===== src/rtl/lsu_mem_ctrl.sv =====
// Load/store controller between the execute stage and a word-organised data RAM.
// It formats RV32 byte/half/word accesses and flags misaligned, illegal and timed-out requests.
module lsu_mem_ctrl #(
    parameter int ADDR_W      = 32,
    parameter int TIMEOUT_CYC = 16
) (
    input  logic              clk,
    input  logic              reset,
    input  logic              req_valid_i,
    output logic              req_ready_o,
    input  logic [3:0]        req_op_i,
    input  logic [ADDR_W-1:0] req_addr_i,
    input  logic [31:0]       req_wdata_i,
    output logic              resp_valid_o,
    output logic [31:0]       resp_data_o,
    output logic              resp_err_o,
    output logic              mem_en_o,
    output logic              mem_we_o,
    output logic [ADDR_W-1:0] mem_addr_o,
    output logic [31:0]       mem_wdata_o,
    output logic [3:0]        mem_wr_mask_o,
    input  logic [31:0]       mem_rdata_i,
    input  logic              mem_ready_i
);

    typedef enum logic [1:0] {S_IDLE, S_ACCESS, S_RESP, S_ERR} state_t;

    localparam logic [7:0] TO_LAST = 8'(TIMEOUT_CYC - 1);

    state_t            state_q, state_d;
    logic [3:0]        op_q, op_d;
    logic [ADDR_W-1:0] addr_q, addr_d;
    logic [31:0]       wdata_q, wdata_d;
    logic [7:0]        cnt_q, cnt_d;
    logic [31:0]       rdata_q, rdata_d;

    logic        req_illegal;
    logic        req_misaligned;
    logic [7:0]  rd_byte;
    logic [15:0] rd_half;
    logic [31:0] load_fmt;
    logic [31:0] store_wdata;
    logic [3:0]  store_mask;

    always_ff @(posedge clk or posedge reset) begin
        if (reset) begin
            state_q <= S_IDLE;
            op_q    <= '0;
            addr_q  <= '0;
            wdata_q <= '0;
            cnt_q   <= '0;
            rdata_q <= '0;
        end else begin
            state_q <= state_d;
            op_q    <= op_d;
            addr_q  <= addr_d;
            wdata_q <= wdata_d;
            cnt_q   <= cnt_d;
            rdata_q <= rdata_d;
        end
    end

    // Request checks are evaluated on the raw inputs so the error path costs one cycle.
    always_comb begin
        req_illegal = 1'b0;
        case (req_op_i[2:0])
            3'b011, 3'b110, 3'b111: req_illegal = 1'b1;
            3'b100, 3'b101:         req_illegal = req_op_i[3];
            default:                req_illegal = 1'b0;
        endcase
        req_misaligned = 1'b0;
        case (req_op_i[1:0])
            2'b01:   req_misaligned = req_addr_i[0];
            2'b10:   req_misaligned = (req_addr_i[1:0] != 2'b00);
            default: req_misaligned = 1'b0;
        endcase
    end

    always_comb begin
        rd_byte  = mem_rdata_i[{addr_q[1:0], 3'b000} +: 8];
        rd_half  = addr_q[1] ? mem_rdata_i[31:16] : mem_rdata_i[15:0];
        load_fmt = mem_rdata_i;
        case (op_q[2:0])
            3'b000:  load_fmt = {{24{rd_byte[7]}}, rd_byte};
            3'b100:  load_fmt = {24'b0, rd_byte};
            3'b001:  load_fmt = {{16{rd_half[15]}}, rd_half};
            3'b101:  load_fmt = {16'b0, rd_half};
            default: load_fmt = mem_rdata_i;
        endcase
    end

    always_comb begin
        store_wdata = wdata_q;
        store_mask  = 4'b1111;
        case (op_q[1:0])
            2'b00: begin
                store_wdata = {4{wdata_q[7:0]}};
                store_mask  = 4'b0001 << addr_q[1:0];
            end
            2'b01: begin
                store_wdata = {2{wdata_q[15:0]}};
                store_mask  = 4'b0011 << addr_q[1:0];
            end
            default: begin
                store_wdata = wdata_q;
                store_mask  = 4'b1111;
            end
        endcase
    end

    always_comb begin
        state_d = state_q;
        op_d    = op_q;
        addr_d  = addr_q;
        wdata_d = wdata_q;
        cnt_d   = cnt_q;
        rdata_d = rdata_q;
        case (state_q)
            S_IDLE: begin
                if (req_valid_i) begin
                    op_d    = req_op_i;
                    addr_d  = req_addr_i;
                    wdata_d = req_wdata_i;
                    cnt_d   = '0;
                    if (req_illegal || req_misaligned) begin
                        state_d = S_ERR;
                        rdata_d = '0;
                    end else begin
                        state_d = S_ACCESS;
                    end
                end
            end
            S_ACCESS: begin
                // A ready arriving on the last allowed cycle still completes the access.
                if (mem_ready_i) begin
                    rdata_d = op_q[3] ? 32'b0 : load_fmt;
                    state_d = S_RESP;
                end else if (cnt_q == TO_LAST) begin
                    rdata_d = '0;
                    state_d = S_ERR;
                end else begin
                    cnt_d = cnt_q + 8'd1;
                end
            end
            S_RESP:  state_d = S_IDLE;
            S_ERR:   state_d = S_IDLE;
            default: state_d = S_IDLE;
        endcase
    end

    always_comb begin
        req_ready_o   = (state_q == S_IDLE);
        resp_valid_o  = (state_q == S_RESP) || (state_q == S_ERR);
        resp_err_o    = (state_q == S_ERR);
        resp_data_o   = rdata_q;
        mem_en_o      = 1'b0;
        mem_we_o      = 1'b0;
        mem_addr_o    = '0;
        mem_wdata_o   = '0;
        mem_wr_mask_o = '0;
        if (state_q == S_ACCESS) begin
            mem_en_o   = 1'b1;
            mem_we_o   = op_q[3];
            mem_addr_o = {addr_q[ADDR_W-1:2], 2'b00};
            if (op_q[3]) begin
                mem_wdata_o   = store_wdata;
                mem_wr_mask_o = store_mask;
            end
        end
    end

endmodule


===== config.mk =====
export PLATFORM = sky130hd
export DESIGN_NAME = lsu_mem_ctrl
export DESIGN_NICKNAME = d
export VERILOG_FILES = /design/src/rtl/lsu_mem_ctrl.sv
export SDC_FILE = /design/constraint.sdc
export NUM_CORES = 1
export LEC_CHECK = 0
export CORE_UTILIZATION = 32
export DETAILED_ROUTE_END_ITERATION = 16
export PLACE_DENSITY = 0.68
export SKIP_CTS_REPAIR_TIMING = 1
export SYNTH_ARGS = -nofsm -noshare
export SYNTH_HDL_FRONTEND = slang
export SYNTH_SLANG_ARGS = --single-unit

===== constraint.sdc =====
create_clock -name clk -period 4.2 [get_ports clk]
set_input_delay 0.84 -clock clk [delete_from_list [all_inputs] [get_ports clk]]
set_output_delay 0.84 -clock clk [all_outputs]
set_load 0.01 [all_outputs]

==> flow_summary.ini <==
[logic_synthesis]
async_flop_share_pct = 100.0
synth_seq_area_share_pct = 49.38
ys.flop_type = dfrtp_1
avgSynthCellArea_sq_um = 10.60
synth_edf_count = 0
ys_types = 43
synth.ff_latch_count = 110
ys_warn_count = 0
syn_area_sq_um = 5574
synthCells = 526

[die]
die_width_microns = 134.0
row_count = 47
die-area_sq_um = 17950
core_area_sq_um = 16820
initial_core_util_pct = 33.14
dieHeight_microns = 134.0
ioPinCount = 209

[routing]
drc = 0
viasPerCell = 5.102
dr_total_vias = 4765
finalWirelength_microns = 16530
drt-pass1-iter-count = 4
wl_per_cell_microns = 17.70
ant_nets = 0
drtIter0Drc = 267

[sta]
fmax_mhz = 268.6
rsz0062_at_grt = no
worst_hold_slack_ns = 0.4934
post-route-period-util_pct = 88.64
finalCriticalPeriod_ns = 3.723
tightest_slew_ns = 1.025
relSlewSlack_pct = 31.68
tns_ns = 0
finalSetupViolCount = 0
finalHoldViolCount = 0
finClkSkew_ns = 0.01078
slew_viol_final = 0

[placed_design]
dp_cells = 917
post-dp-hpwl_microns = 12000
place_congestion = 0.9029
port_buffers = 206
place_area_sq_um = 7769

[clocking]
clock_latency_ns = 0.35
path_clk_slew_ns = 0.08
h-tree-depth = 3
cts_made_buffers = 9
cts_root_buffer = clkbuf_16
cts_tree = yes
cts_buffer_depth = 2
cts.sinks = 110

[grt]
grtUsageTotal_pct = 18.87
grt_antenna_before_repair = 2
grt_max_degree = 78
grt_pass1_wl_microns = 26610
grt_overflow_total = 0
grt_pass1_vias = 5060

[finish]
final_area_sq_um = 8058
final_common_cell = clkdlybuf4s50_1
syn_to_final_growth_pct = 44.56
nNetsFinal = 817
instances_no_fill = 934
final_cell_mix = clkdlybuf4s50_1 (206), dfrtp_1 (109), mux2_2 (67)
drive_gt1_share_pct = 13.04

[critical_path]
cp.required_ns = 3.36
crit_path_end_kind = output port
crit_type = reg2out
crit_path_start_kind = flip-flop
critPathMaxFanout = 17
reg2reg_depth = 5
worstPathArrival_ns = 2.88

[run]
cap_violations = 0

[hold_path]
hold_depth = 1
hold_path.class = reg2reg

[pwr]
vdd_drop_max_uv = 353.3
finalPower_w = 0.005578
p_per_area_nw_per_um2 = 692.3
p_leak_nw = 3.365

[run_status]
outcome = complete, no violations
-- flip-flops by register name (all words and copies together) (netlist names) --
signal       count
cnt_q            8
resp_data_o     32
wdata_q         32
op_q             4
addr_q          32
state_q          2
-- synthesized netlist by cell type, types with 6 or more instances --
cell       number  area share, %
inv_1           9           0.61
o221ai_1        7            1.1
a21o_1          9            1.2
mux2i_1        18            3.2
o21ai_0         9           0.81
mux2_2         67             14
a21oi_1        60            5.4
and3_1          9            1.0
a2bb2oi_1       7            1.1
nand2_1        32            2.2
xor2_1          6           0.94
and2_1         33            3.7
dfrtp_1       110             49
nor2b_1         9            1.0
clkbuf_1       20            1.3
nor2_1         41            2.8
o2bb2ai_1      24            3.8
buf_2          11           0.99
-- final timing paths --
kind / start / to / slack, ns
max: op_q[0] / mem_wr_mask_o[2] / 0.48
min: resp_data_o[7] / resp_data_o[7] / 0.49
max reg2reg: state_q[0] / resp_data_o[29] / 1.80
min reg2reg: resp_data_o[7] / resp_data_o[7] / 0.49
max in group asynchronous: reset / addr_q[15] / 2.44
min in group asynchronous: reset / wdata_q[6] / 1.02
-- metrics by stage --
| step | setup WS (ns) | utilization (%) |
|---|---|---|
| floorplan | 0.4577 | - |
| global placement | 0.9570 | 46.19 |
| detailed placement | 0.8807 | 46.19 |
| CTS | 0.4868 | 47.89 |
| global route | 0.3456 | 47.89 |
| finish | 0.4771 | 47.91 |
-- metal layers --
metal  up-vias  wire, microns  track usage, %
li1       2213              -               -
met1      2338           6758           22.90
met4         2            322           6.187
met3        23           1535           6.122
met2       189           7904           31.52
met5         -             12               0
-- where the power goes --
| group | switching, W | leakage, nW | internal [W] |
|---|---|---|---|
| sequential | 0.000460 | 1.37 | 0.00155 |
| clock | 0.000422 | 0.141 | 0.000417 |
| combinational | 0.00124 | 1.85 | 0.00149 |
| total | 0.00212 | 3.37 | 0.00346 |
-- cell families (layout without fill, tap and decap cells) --
group,after synthesis,in the layout,synth area share (%)
xor gates and xnor gates,6,6,0.9428
DFF,110,110,49.38
AOI/OAI and AO/OA,124,124,14.41
and+or+nand+nor,144,144,12.95
muxes,85,85,16.77
adders and majority gates,5,5,1.122
buffers and inverters,51,237,4.354
other,1,3,0.06728
-- critical path, stage by stage (launching register included) --
cell,delay (ns)
dfrtp_1,0.82
clkinv_1,0.46
or3_1,0.46
a21oi_1,0.19
clkdlybuf4s50_1,0.59
-- final cells by class --
cell class                      count  area, sq um
Antenna cell                        1        2.502
Clock buffer                        9        225.2
Clock inverter                      7        61.31
Fill cell                        1589         8761
Inverter                           10        40.04
Multi-Input combinational cell    366         2587
Sequential cell                   110         2754
Tap cell                          220        275.3
Timing Repair Buffer              211         2112
Note: power is estimated with default switching activity, not from simulation.
